File: src/rtl/wisc_pkg.sv
// Shared types and constants for the fetch front end.
// Latency: n/a (declarations only).
// Backpressure: n/a.
package wisc_pkg;

    typedef enum logic [1:0] {
        FETCH = 2'd0,
        HOLD  = 2'd1,
        HALT  = 2'd2
    } fetch_state_t;

    localparam logic [3:0]  OPC_HLT  = 4'hF;
    localparam logic [15:0] PC_RESET = 16'h0000;

    // True when the instruction's major opcode field equals op.
    function automatic logic is_opcode(input logic [15:0] inst, input logic [3:0] op);
        return (inst[15:12] == op);
    endfunction

endpackage

File: src/rtl/pc_fetch_unit_if.sv
// Bundles the memory, decode and PC-next connections of the fetch unit.
// Latency: n/a (wiring only).
// Backpressure: imem_req held until imem_ack; inst_valid held until inst_ready.
interface pc_fetch_unit_if #(
    parameter int CNT_W = 16
);
    logic             imem_req;
    logic [15:0]      imem_addr;
    logic             imem_ack;
    logic [15:0]      imem_rdata;
    logic [15:0]      inst;
    logic             inst_valid;
    logic             inst_ready;
    logic [15:0]      pc;
    logic [15:0]      next_pc;
    logic             halted;
    logic             misaligned;
    logic [CNT_W-1:0] retired;

    // Fetch unit side.
    modport master (
        output imem_req, imem_addr, inst, inst_valid, pc, halted, misaligned, retired,
        input  imem_ack, imem_rdata, inst_ready, next_pc
    );

    // Memory / decode / PC_control side.
    modport slave (
        input  imem_req, imem_addr, inst, inst_valid, pc, halted, misaligned, retired,
        output imem_ack, imem_rdata, inst_ready, next_pc
    );
endinterface

File: src/rtl/pc_fetch_unit_sat_counter.sv
// Saturating up-counter for retired instructions.
// Latency: count updates on the edge where inc is sampled high.
// Backpressure: none; sticks at all-ones instead of wrapping.
module sat_counter #(
    parameter int WIDTH = 16
) (
    input  logic             clk,
    input  logic             rst_n,
    input  logic             inc,
    output logic [WIDTH-1:0] count
);
    localparam logic [WIDTH-1:0] ONE = WIDTH'(1);

    // Increment on request unless already saturated.
    always_ff @(posedge clk or negedge rst_n) begin
        if (!rst_n) begin
            count <= '0;
        end else if (inc && (count != '1)) begin
            count <= count + ONE;
        end
    end
endmodule

File: src/rtl/pc_fetch_unit.sv
// Program counter plus one-outstanding-request instruction fetcher with HLT/misalignment stop.
// Latency: 2 cycles per instruction minimum (ack cycle + accept cycle), +1 per wait/stall cycle.
// Backpressure: request held until ack; fetched word held in HOLD until decode accepts.
module pc_fetch_unit
    import wisc_pkg::*;
#(
    parameter logic [15:0] RESET_PC = PC_RESET,
    parameter logic [3:0]  HALT_OP  = OPC_HLT,
    parameter int          CNT_W    = 16
) (
    input  logic            clk,
    input  logic            rst_n,
    pc_fetch_unit_if.master bus
);
    fetch_state_t     r_state;
    logic [15:0]      r_pc;
    logic [15:0]      r_inst;
    logic             r_inst_valid;
    logic             r_halted;
    logic             r_misaligned;

    logic             w_accept;
    logic             w_is_hlt;
    logic             w_retire;
    logic [CNT_W-1:0] w_retired;

    // Decode handshake completes only in HOLD; ready outside HOLD is meaningless.
    assign w_accept = (r_state == HOLD) && bus.inst_ready;
    assign w_is_hlt = is_opcode(r_inst, HALT_OP);
    // A misaligned target still retires the instruction that produced it; HLT does not.
    assign w_retire = w_accept && !w_is_hlt;

    sat_counter #(
        .WIDTH (CNT_W)
    ) u_retired (
        .clk   (clk),
        .rst_n (rst_n),
        .inc   (w_retire),
        .count (w_retired)
    );

    // Fetch FSM with PC, instruction and status registers updated together.
    always_ff @(posedge clk or negedge rst_n) begin
        if (!rst_n) begin
            r_state      <= FETCH;
            r_pc         <= RESET_PC;
            r_inst       <= '0;
            r_inst_valid <= 1'b0;
            r_halted     <= 1'b0;
            r_misaligned <= 1'b0;
        end else begin
            case (r_state)
                FETCH: begin
                    if (bus.imem_ack) begin
                        r_inst       <= bus.imem_rdata;
                        r_inst_valid <= 1'b1;
                        r_state      <= HOLD;
                    end
                end
                HOLD: begin
                    if (bus.inst_ready) begin
                        r_inst_valid <= 1'b0;
                        if (w_is_hlt) begin
                            r_halted <= 1'b1;
                            r_state  <= HALT;
                        end else if (bus.next_pc[0]) begin
                            r_halted     <= 1'b1;
                            r_misaligned <= 1'b1;
                            r_state      <= HALT;
                        end else begin
                            r_pc    <= bus.next_pc;
                            r_state <= FETCH;
                        end
                    end
                end
                HALT: begin
                    r_state <= HALT;
                end
                default: begin
                    r_state <= HALT;
                end
            endcase
        end
    end

    // Request and address come straight from registers, so ack never loops back into them.
    assign bus.imem_req   = (r_state == FETCH);
    assign bus.imem_addr  = r_pc;
    assign bus.inst       = r_inst;
    assign bus.inst_valid = r_inst_valid;
    assign bus.pc         = r_pc;
    assign bus.halted     = r_halted;
    assign bus.misaligned = r_misaligned;
    assign bus.retired    = w_retired;
endmodule

File: src/flat_wrapper.sv
// flat-port wrapper written by rule: the top's interface ports become plain ports
module pc_fetch_unit_flat import wisc_pkg::*;
#(
    parameter logic [15:0] RESET_PC = PC_RESET,
    parameter logic [3:0]  HALT_OP  = OPC_HLT,
    parameter int          CNT_W    = 16
)
  (clk, rst_n, bus_imem_req, bus_imem_addr, bus_inst, bus_inst_valid, bus_pc, bus_halted, bus_misaligned, bus_retired, bus_imem_ack, bus_imem_rdata, bus_inst_ready, bus_next_pc);
  pc_fetch_unit_if #(.CNT_W(CNT_W)) bus_i ();
  input  logic clk;
  input  logic rst_n;
  output wire logic [$bits(bus_i.imem_req)-1:0] bus_imem_req;
  output wire logic [$bits(bus_i.imem_addr)-1:0] bus_imem_addr;
  output wire logic [$bits(bus_i.inst)-1:0] bus_inst;
  output wire logic [$bits(bus_i.inst_valid)-1:0] bus_inst_valid;
  output wire logic [$bits(bus_i.pc)-1:0] bus_pc;
  output wire logic [$bits(bus_i.halted)-1:0] bus_halted;
  output wire logic [$bits(bus_i.misaligned)-1:0] bus_misaligned;
  output wire logic [$bits(bus_i.retired)-1:0] bus_retired;
  input wire logic [$bits(bus_i.imem_ack)-1:0] bus_imem_ack;
  input wire logic [$bits(bus_i.imem_rdata)-1:0] bus_imem_rdata;
  input wire logic [$bits(bus_i.inst_ready)-1:0] bus_inst_ready;
  input wire logic [$bits(bus_i.next_pc)-1:0] bus_next_pc;
  assign bus_imem_req = bus_i.imem_req;
  assign bus_imem_addr = bus_i.imem_addr;
  assign bus_inst = bus_i.inst;
  assign bus_inst_valid = bus_i.inst_valid;
  assign bus_pc = bus_i.pc;
  assign bus_halted = bus_i.halted;
  assign bus_misaligned = bus_i.misaligned;
  assign bus_retired = bus_i.retired;
  assign bus_i.imem_ack = bus_imem_ack;
  assign bus_i.imem_rdata = bus_imem_rdata;
  assign bus_i.inst_ready = bus_inst_ready;
  assign bus_i.next_pc = bus_next_pc;
  pc_fetch_unit #(.RESET_PC(RESET_PC), .HALT_OP(HALT_OP), .CNT_W(CNT_W)) u_core (.clk(clk), .rst_n(rst_n), .bus(bus_i));
endmodule
File: config.mk
export PLATFORM = sky130hd
export DESIGN_NAME = pc_fetch_unit_flat
export DESIGN_NICKNAME = d
export VERILOG_FILES = /design/src/rtl/wisc_pkg.sv /design/src/rtl/pc_fetch_unit_if.sv /design/src/rtl/pc_fetch_unit_sat_counter.sv /design/src/rtl/pc_fetch_unit.sv /design/src/flat_wrapper.sv
export SDC_FILE = /design/constraint.sdc
export NUM_CORES = 1
export LEC_CHECK = 0
export ABC_AREA = 0
export ABC_CLOCK_PERIOD_IN_PS = 2590
export CAP_MARGIN = 30
export CORE_ASPECT_RATIO = 1.25
export CORE_MARGIN = 2
export CORE_UTILIZATION = 43
export CTS_CLUSTER_SIZE = 25
export DETAILED_ROUTE_END_ITERATION = 10
export HOLD_SLACK_MARGIN = 0.02
export PLACE_DENSITY_LB_ADDON = 0.12
export RECOVER_POWER = 100
export SYNTH_ARGS = -nofsm -noshare
export SYNTH_HDL_FRONTEND = slang
export SYNTH_HIERARCHICAL = 1
export SYNTH_SLANG_ARGS = --single-unit
File: constraint.sdc
create_clock -name clk -period 2.59 [get_ports clk]
set_clock_uncertainty 0.15 [all_clocks]
set_input_delay 0.518 -clock clk [delete_from_list [all_inputs] [get_ports clk]]
set_output_delay 0.518 -clock clk [all_outputs]
set_load 0.01 [all_outputs]
# After elaboration in Yosys (flattened, before gate mapping)
# Cells that the tools add are included.
[totals]
elab_cells = 38
register_bits = 52
[classes]
bitwise_logic = 2
eq_ne = 5
muxes = 10
add_sub_neg = 1
reduce_logical = 13
[op_table]
columns = ["cell", "n"]
rows = [
  ["$add 16x1->16 const B", 1],
  ["$ne 16x16->1 const B", 1],
  ["$mux 2", 4],
  ["$reduce_and 4->1", 2],
  ["$reduce_and 3->1", 2],
  ["$eq 4x4->1 const B", 1],
  ["$mux 1", 4],
  ["$pmux 2 s2", 1],
  ["$reduce_and 2->1", 2],
  ["$reduce_bool 2->1", 2],
  ["$logic_and 1x1->1", 3],
  ["$eq 2x1->1 const B", 1],
  ["$logic_not 2->1", 1],
  ["$ne 2x1->1 const B", 1],
  ["$ne 2x2->1 const B", 1],
  ["$not 1->1", 2],
  ["$pmux 1 s2", 1],
  ["$logic_not 1->1", 1],
]

# Depth between registers and ports, before layout
# Gate-level depths: netlist of run 1.
[logic_depth]
depth_word = 4
mapped_depth = 6
mapped_depth_nobuf = 6

# By module
# Netlist of run 1, hierarchy kept.
[by_module_without_submodules]
columns = ["module", "n_inst", "cells_per_inst", "seq_area_each_um2", "area_each_um2"]
rows = [
  ["pc_fetch_unit", 1, 102, 900.9, 1632.8],
  ["sat_counter", 1, 72, 400.4, 859.6],
]

# Worst setup path before layout of run 1
# Ideal clock, no wire load.
[synth_timing]
kind = "input to register"
startpoint = "input bus_inst_ready"
endpoint = "register u_core.u_retired.count[5]"
path_slack_ns = 0.585
required_time_ns = 2.321
stages = 6
arrival_time_ns = 1.736
n_path_buf = 0
path_cell_list = "nand3b_4 -> a41oi_1 -> and3_1 -> and4_2 -> o211ai_1 -> o21a_1"
[synth_between]
elab_chain_cells = 3
[synth_rtl]
columns = ["element", "line", "rtl"]
rows = [
  ["start: declaration", "flat_wrapper.sv:22", "input wire logic [$bits(bus_i.inst_ready)-1:0] bus_inst_ready;"],
  ["$logic_and 1x1->1", "pc_fetch_unit.sv:28", "assign w_accept = (r_state == HOLD) && bus.inst_ready;"],
  ["$logic_and 1x1->1", "pc_fetch_unit.sv:31", "assign w_retire = w_accept && !w_is_hlt;"],
  ["net u_core.w_retire", "pc_fetch_unit.sv:24", "logic w_retire;"],
  ["$logic_and 1x1->1", "pc_fetch_unit_sat_counter.sv:18", "end else if (inc && (count != '1)) begin"],
  ["end signal: assignment", "pc_fetch_unit_sat_counter.sv:19", "count <= count + ONE;"],
  ["end: declaration", "pc_fetch_unit_sat_counter.sv:10", "output logic [WIDTH-1:0] count"],
]
# The timed path passes the listed nets, and every way through them passes these cells.
# A chain may end at the register's enable or synchronous reset.

# Final worst setup path of run 1
[layout_timing]
startpoint = "input bus_inst_ready"
endpoint = "register u_core.u_retired.count[15]"
# The elaborated chain is that of the path after synthesis.

==> results of run 1 <==
==> per-layer routing <==
layer  wire [um]  GRT usage (%)  up-vias
met5           0              0        -
met4         112           6.35        0
met2        2420           26.9       74
met1        2200           22.8      842
li1            -              -      805
met3         307           3.27       11
==> where the power goes <==
part	switching [mW]	internal, mW
Clock	0.240	0.218
Sequential	0.198	1.10
Combinational	0.494	0.759
Total	0.932	2.08
==> metrics by stage <==
step / total power, mW / setup slack (ns) / util, % / std cells
2_1_floorplan: 2.12 / 0.585 / - / 175
3_3_place_gp: 2.90 / 0.154 / 60.4 / 325
3_5_place_dp: 2.93 / 0.0834 / 60.4 / 325
4_1_cts: 3.40 / 0.384 / 62.2 / 334
5_1_grt: 3.22 / 0.165 / 59.8 / 334
6_report: 3.01 / 0.283 / 59.8 / 334
==> kinds of logic (layout without fill, tap and decap cells) <==
family,count (synthesis),count (layout),synth area share (%)
DFF,52,52,52.2
and+or+nand+nor,38,38,12.6
muxes,32,32,17.3
AOI/OAI and AO/OA,22,22,7.48
buffers and inverters,21,114,7.28
xor gates and xnor gates,7,7,2.46
adders and majority gates,1,1,0.502
other,1,2,0.150
==> registers in the layout, summed over array words and instances (netlist names) <==
register                flops
u_core/r_state              2
u_core/bus.misaligned       1
u_core/bus.inst_valid       1
u_core/bus.imem_addr       15
u_core/bus.inst            16
u_core/bus.halted           1
u_core/u_retired/count     16
==> cells in the final DEF (no fill, tap or decap), types with 2 or more instances in the layout <==
cell type        synthesis  layout
dfrtp_1                 52      52
and3_1                   2       2
mux2_1                   1      20
conb_1                   1       2
xor2_1                   2       2
nand3_1                  5       5
nand4_1                  8       8
nand2_1                  5       5
nor2_1                   3       3
o21bai_1                 2       2
dlygate4sd3_1            0      70
o21ai_0                  2       2
o21a_1                   5       5
clkbuf_8                 0       6
buf_4                   17       2
a41oi_1                  1       2
mux2_2                  12      12
a21oi_1                  3       3
nor4_4                   2       2
clkdlybuf4s50_1          0      31
xnor2_1                  5       5
a31oi_1                  3       3
nor2_2                   2       2
clkbuf_1                 0       4
==> worst max-delay path by stage <==
stage	startpoint	to	slack, ns
6_report	bus_inst_ready	u_core/u_retired/count[15]$_DFFE_PN0P_	0.28
3_3_place_gp	bus_inst_ready	u_core/u_retired/count[15]$_DFFE_PN0P_	0.15
3_5_place_dp	bus_inst_ready	u_core/u_retired/count[15]$_DFFE_PN0P_	0.08
5_1_grt	bus_inst_ready	u_core/u_retired/count[10]$_DFFE_PN0P_	0.16
2_1_floorplan	bus_inst_ready	u_core/u_retired/count[5]$_DFFE_PN0P_	0.59
4_1_cts	bus_inst_ready	u_core/u_retired/count[15]$_DFFE_PN0P_	0.38
==> area by class of cell <==
type	instances	area (um^2)
multi-input combinational	102	897
clock buffer	8	90.1
timing repair buffer	106	1040
fill	519	2290
tap	66	82.6
sequential	52	1300
==> metrics.md, run 1 <==
| Metric | Value |
|---|---|
| Sequential area share after synthesis | 52.2% |
| Worst hold path type | reg2reg |
| Buffers plus inverters on the worst setup path | 2 |
| Worst path required time | 2.62 ns |
| Num CTS Buffers | 5 |
| CTS Hold Bufs | 1 |
| Ys async rst share | 100% |
| Status | finished clean |
| Commonest cells post-synth | dfrtp_1 (52), mux2_4 (19), buf_4 (17) |
| Synth-to-Final Area Change | 36.8% |
| Clock transition at path regs | 0.08 ns |
| Via count | about 1700 |
| Fin crit period | 2.31 ns |
| I/O Buffers | 101 |
| Slew Limit Fails | 0 |
| GRT Total Usage | between 10% and 20% |
| Synth warn | 6 |
| Worst R2R Start | u_core/r_state[1]$_DFFE_PN0P_ |
| Final setup vio count | 0 |
| Count of cell types in the netlist | 41 |
| Syn avg cell area | about 14 um^2 |
| Synth Register Bits | 52 |
| Min-Delay Path Depth | 1 |
| Routability cong. | between 0.8 and 0.9 |
| CP endpoint kind | flip-flop |
| Max-cap viol count | 0 |
| Design area | 3410 um^2 |
| Delay-heaviest family, CP | simple AND/OR/NAND/NOR gates |
| Post-CTS resize count | 0 |
| Io pins | 104 |
| Post-Syn Area | 2490 um^2 |
| Setup_tns | 0 ns |
| DRC violations left | 0 |
| H-tree depth reported by CTS | 2 |
| IR drop worst, VDD | 0.000392 V |
| Clk_lat worst skew | just under 0.3 ns |
| Wire per inst | approximately 15 um |
| Hold WS | 0.310 ns |
| Core Region | about 5700 um^2 |
| Final Cycle Share | between 80% and 90% |
| WP depth | 8 |
| Die Height | slightly below 90 um |
| Starting Density | between 40% and 50% |
| FP Rows | 31 |
| WS Path Type | in2reg |
| Crit path launch type | primary input |
| Ys flop type | dfrtp_1 |
| Worst Hold Endpoint | u_core/bus.misaligned$_DFFE_PN0P_ |
| Cells along the critical path | dlygate4sd3_1, nand3b_1, a41oi_1, buf_4, nand4_1, nor4_4, and4b_1, a21oi_1 |
| TritonCTS Sinks | 52 |
| Drt total wl | 5040 um |
| Die width | 72.1 um |
| Dpl cell area | 3450 um^2 |
| Worst-Margin Slew | 1.22 ns |
| Power per cell area | slightly below 900 nW/um^2 |
| Placed wire-length estimate | 3840 um |
| # diodes | 0 |
| Detailed router's first-iteration violation count | 57 |
| Layout cells sized above 1 | 12.3% |
| Largest fanout on the critical path | 6 |
| Global-route wire length before repair | approximately 8500 um |
| Normalized max-slew margin | 18.6% |
| Post-synth EDFFs | 0 |
| Top-count cell post-synth | dfrtp_1 |
| Global route overflow | 0 |
| Worst EP arrival | 2.33 ns |
| Area leader, netlist | dfrtp_1 |
| Largest net degree at the start of global routing | 51 |
| Count of nets after finishing | 304 |
| Leak pwr | 1.55 nW |
| CP max-delay cell | dlygate4sd3_1 |
| RSZ-0062 raised after global routing | false |
| Depth of the most critical reg-to-reg path | 7 |
| Reg2reg setup slack | 0.57 ns |
| TritonCTS clock tree | yes |
| Final Hold Fails | 0 |
| Vias in the first global route | 1682 |
| F_max | 433 MHz |
| Initial antenna violation count | 0 |
| Largest cells by area after synthesis | dfrtp_1 (52%), mux2_4 (11%), mux2_2 (5.4%) |
| Final ANT Viol Nets | 0 |
| Instance count of the mapped netlist | 174 |
| Critical Path Max Stage Delay | roughly 0.56 ns |
| Longest Clk Path Bufs | 2 |
| Worst hold start | u_core/bus.misaligned$_DFFE_PN0P_ |
| Root Buffer | clkbuf_8 |
| TritonRoute pass-1 iters | 4 |
| Number of post-CTS setup repair buffers | 0 |
| Vias/cell | 5.19 |
| Synth top area share | 52.2% |
| Worst r2r dst | u_core/u_retired/count[15]$_DFFE_PN0P_ |
| DIE AREA | approximately 6400 um^2 |
Note: power is estimated with default switching activity, not from simulation.
==> run 2, diff against run 1 <==
- ABC_CLOCK_PERIOD_IN_PS: 2590 -> 2260
- clock period: 2.59 -> 2.26 ns (I/O delays scaled with it)
==> run 2 against run 1 <==
First-iteration DRC count up 140%. Sequential share of layout area fell by 0.67 points. Highest routed layer unchanged. Largest power group unchanged. Power increased by 20%. Sequential power grew 15%. Global-route usage is 0.60 points higher. Utilization grew 1.1 points. Critical path type unchanged. Clock power grew 50%.
==> metrics.md, run 2 (same netlist as run 1, synthesis figures left out) <==
| Metric | Value |
|---|---|
| Reg2reg setup slack | 0.29 ns |
| Worst path required time | 2.30 ns |
| CTS Hold Bufs | 1 |
| Post-Route Utilization | about three fifths |
| Final ANT Viol Nets | 0 |
| Global-route wire length before repair | 8610 um |
| Worst EP arrival | 2.11 ns |
| Met2 GRT Util | 27.7% |
| Synth-to-Final Area Change | 39.3% |
| Crit path launch type | primary input |
| Critical Path Sink | u_core/u_retired/count[15]$_DFFE_PN0P_ |
| Depth of the most critical reg-to-reg path | 7 |
| TritonCTS Sinks | 52 |
| Gr busiest metal | met2 |
| Io pins | 104 |
| Count of nets after finishing | ~310 |
| Vias in the first global route | about 1700 |
| Total Power | 3.62 mW |
| Via count | between 1500 and 2000 |
| Routability cong. | approximately 0.86 |
| Final WS setup | between 0.15 and 0.2 ns |
| F_max | 482 MHz |
| Initial antenna violation count | 0 |
| Normalized max-slew margin | 30.2% |
| Global route overflow | 0 |
| IR drop worst, VDD | about 0.00047 V |
| Starting Density | between 40% and 50% |
| Leak pwr | 1.57 nW |
| Clk_lat worst skew | about 0.30 ns |
| Max-cap viol count | 0 |
| TritonCTS clock tree | yes |
| WS Path Type | in2reg |
| Core Region | 5700 um^2 |
| Placed wire-length estimate | 3880 um |
| Num CTS Buffers | 5 |
| Root Buffer | clkbuf_8 |
| GR Util met3 | under 10% |
| Met1 usage | between 20% and 30% |
| GRT Total Usage | between 15 and 20% |
| DRC violations left | 0 |
| Final Cycle Share | between 90 and 100% |
| I/O Buffers | 101 |
| Worst r2r dst | u_core/u_retired/count[15]$_DFFE_PN0P_ |
| Layout cells sized above 1 | 14.4% |
| Post-CTS resize count | 0 |
| Most frequent cells in the layout | dlygate4sd3_1 (69), dfrtp_1 (52), clkdlybuf4s50_1 (32) |
| Largest net degree at the start of global routing | 36 |
| Final setup vio count | 0 |
| Largest fanout on the critical path | 5 |
| Fin crit period | 2.08 ns |
| Commonest non-fill, non-tap cell in the layout | dlygate4sd3_1 |
| Hold WS | between 0.3 and 0.4 ns |
| Worst-Margin Slew | 1.05 ns |
| Status | finished clean |
| Layout Cells excl Fill | 337 |
| RSZ-0062 raised after global routing | false |
| CP endpoint kind | flip-flop |
| Worst R2R Start | u_core/r_state[1]$_DFFE_PN0P_ |
| TritonRoute pass-1 iters | 4 |
| Longest Clk Path Bufs | 2 |
| Vias/cell | roughly 5.1 |
| Final Hold Fails | 0 |
| # diodes | 0 |
| Critical Path Source | bus_inst_ready |
| Die Height | ~89 um |
| Worst hold path type | reg2reg |
| Clock transition at path regs | 0.09 ns |
| Die width | 72.1 um |
| Pre-CTS WS | -0.110 ns |
| Detailed router's first-iteration violation count | between 100 and 150 |
| Wire per inst | approximately 15 um |
| DIE AREA | 6430 um^2 |
| Drt total wl | ~5200 um |
| FP Rows | 31 |
| Power per cell area | 1040 nW/um^2 |
| Number of post-CTS setup repair buffers | 0 |
| H-tree depth reported by CTS | 2 |
| Post-placement cell count | 328 |
| Slew Limit Fails | 0 |
[run 2: how the worst min path moves through the flow]
stage                                                 start                                    to  cells after the start
final                     u_core/bus.misaligned$_DFFE_PN0P_     u_core/bus.misaligned$_DFFE_PN0P_                      1
after global routing      u_core/bus.misaligned$_DFFE_PN0P_     u_core/bus.misaligned$_DFFE_PN0P_                      1
after CTS                 u_core/bus.misaligned$_DFFE_PN0P_     u_core/bus.misaligned$_DFFE_PN0P_                      1
after detailed placement                              rst_n  u_core/bus.imem_addr[12]$_DFFE_PN0P_                      1
after global placement                                rst_n  u_core/bus.imem_addr[12]$_DFFE_PN0P_                      1
after floorplan                                       rst_n         u_core/bus.halted$_DFFE_PN0P_                      0
[run 2: report_power, final]
part / switching, mW / internal [mW]
registers: 0.225 / 1.26
clock network: 0.295 / 0.391
logic: 0.565 / 0.881
[run 2: routing by layer]
layer  part of all wire, %  vias to the layer above
met5                     0                        -
met4                   1.1                        0
met3                   6.0                        4
met2                    48                       76
met1                    44                      835
li1                      -                      816
[run 2: final cells by class]
| type | instances | area [um^2] |
|---|---|---|
| fill | 502 | 2230 |
| sequential | 52 | 1300 |
| timing repair buffer | 109 | 1070 |
| multi-input combinational | 102 | 891 |
| clock buffer | 7 | 96.3 |
| tap | 66 | 82.6 |
| clock inverter | 1 | 30.0 |
[run 2: metrics by stage]
stage	instance area, um^2	setup TNS, ns
after floorplan	2500	0
after global placement	3480	-0.326
after detailed placement	3480	-0.571
after CTS	3620	0
after global routing	3470	0
final	3470	0
[run 2: critical path: stages]
cell	delay, ns
clkdlybuf4s50_1	0.51
nand3b_2	0.10
a41oi_1	0.17
buf_4	0.16
nand4_1	0.11
nor4_2	0.29
and4b_1	0.25
a21oi_1	0.06
==> patch: new RTL, config.mk and constraints of run 2 <==
`CNT_W` is set to 16 in 3 places; all go to 32.
--- a/src/rtl/pc_fetch_unit_if.sv
+++ b/src/rtl/pc_fetch_unit_if.sv
@@ -4,3 +4,3 @@
 interface pc_fetch_unit_if #(
-    parameter int CNT_W = 16
+    parameter int CNT_W = 32
 );
--- a/src/rtl/pc_fetch_unit.sv
+++ b/src/rtl/pc_fetch_unit.sv
@@ -8,3 +8,3 @@
     parameter logic [3:0]  HALT_OP  = OPC_HLT,
-    parameter int          CNT_W    = 16
+    parameter int          CNT_W    = 32
 ) (
--- a/src/flat_wrapper.sv
+++ b/src/flat_wrapper.sv
@@ -5,3 +5,3 @@
     parameter logic [3:0]  HALT_OP  = OPC_HLT,
-    parameter int          CNT_W    = 16
+    parameter int          CNT_W    = 32
 )
Ports: changed (resized bus_retired); port bits go from 104 to 120. No check against the original RTL was run, so the function may have changed too.
==> patch against run 2 <==
Setup slack worse by 0.081 ns; first-iteration DRC count fell by 49%; synthesized cell count increased by 45%; global-route usage rose by 0.89 points; sequential cell count rose by 16; area after synthesis up 31%; wire length is 40% higher; core utilization up 2.1 points; final area is 34% higher; register-to-register slack lost 0.19 ns; power grew 16%; largest cell class unchanged; largest power group unchanged.
==> patch: results <==
INSERT INTO impl_metrics (metric_group, metric, value, unit) VALUES
('clocking', 'path_clk_slew', '0.07', 'ns'),
('placed_design', 'dp_slack', '-0.306', 'ns'),
('global_routing', 'grtUsageTotal', '0.183', ''),
('global_routing', 'global_route.usage.met3', '0.0321', ''),
('power', 'switchingPower', '1.27', 'mW'),
('route', 'dr_wl_met2', '3.57', 'mm'),
('placed_design', 'dp_cells', '462', ''),
('global_routing', 'grt_start_max_net_pins', '69', ''),
('sta', 'worstMarginPinSlew', '0.920', 'ns'),
('placed_design', 'dpl_cell_area', '0.00453', 'mm2'),
('route', 'm1WireLength', '3.13', 'mm'),
('route', 'first_iter_violations', '69', ''),
('route', 'wl_per_cell', '15.1', 'um'),
('clocking', 'cts-buffers-inserted', '9', ''),
('power', 'max-vdd-ir-drop', '0.492', 'mV'),
('final_layout', 'layout-drive-gt1-share', '0.163', ''),
('setup_path', 'cp_data_arrival_time', '2.23', 'ns'),
('power', 'power.density_cell_area', '908', 'mW/mm2'),
('synthesis', 'post_synth.cell_area_avg', '12.9', 'um2'),
('synthesis', 'ys_seq_area_frac', '0.522', ''),
('route', 'vias', '2410', ''),
('global_routing', 'grt_pass1_wl', '11.6', 'mm'),
('setup_path', 'crit_fanout', '7', ''),
('status', 'outcome', 'finished, final reports clean', ''),
('route', 'avgViaCountPerCell', '5.03', ''),
('clocking', 'clock_tree.htree_level_count', '3', ''),
('power', 'clock_power_share', '0.231', '');
patch: kinds of logic (layout without fill, tap and decap cells):
kind of cell | after synthesis | in the layout | share of synthesized area
and+or+nand+nor | 84 | 84 | 0.159
adders and majority gates | 1 | 1 | 0.00384
other | 1 | 2 | 0.00115
DFF | 68 | 68 | 0.522
xor gates and xnor gates | 29 | 29 | 0.0780
buffers and inverters | 24 | 157 | 0.0615
AOI/OAI and AO/OA | 13 | 13 | 0.0384
muxes | 33 | 33 | 0.136
patch: layout make-up:
cell class / instances / area [um2]
inverters: 1 / 3.75
flip-flops and latches: 68 / 1700
clock buffers: 10 / 128
clock inverters: 6 / 65.1
well taps: 92 / 115
fillers: 609 / 2720
repair buffers: 140 / 1330
multi-input cells: 162 / 1290
patch: path summary, 6_finish.rpt:
check                                               start                    endpoint  slack [ns]  cells after the start
worst max register to register  u_core/u_retired/count[5]  u_core/u_retired/count[24]        0.10                      5
max in group asynchronous                           rst_n       u_core/bus.misaligned        0.63                      3
worst min register to register      u_core/bus.misaligned       u_core/bus.misaligned        0.31                      1
min in group asynchronous                           rst_n          u_core/bus.inst[3]        0.73                      3
worst max-delay path            u_core/u_retired/count[5]  u_core/u_retired/count[24]        0.10                      5
worst min-delay path                u_core/bus.misaligned       u_core/bus.misaligned        0.31                      1
patch: worst max-delay path, cell delays in order, from the launching register on:
cell	delay, ns
dfrtp_1	0.41
nand3_2	0.17
or4_4	0.62
nor4_1	0.33
o211ai_1	0.20
xnor2_1	0.16
patch: timing repair:
item | in CTS | in global routing
hold buffers | 1 | 0
gates resized for setup | 0 | 5
setup endpoints to repair | 0 | 14
hold endpoints to repair | 68 | 0
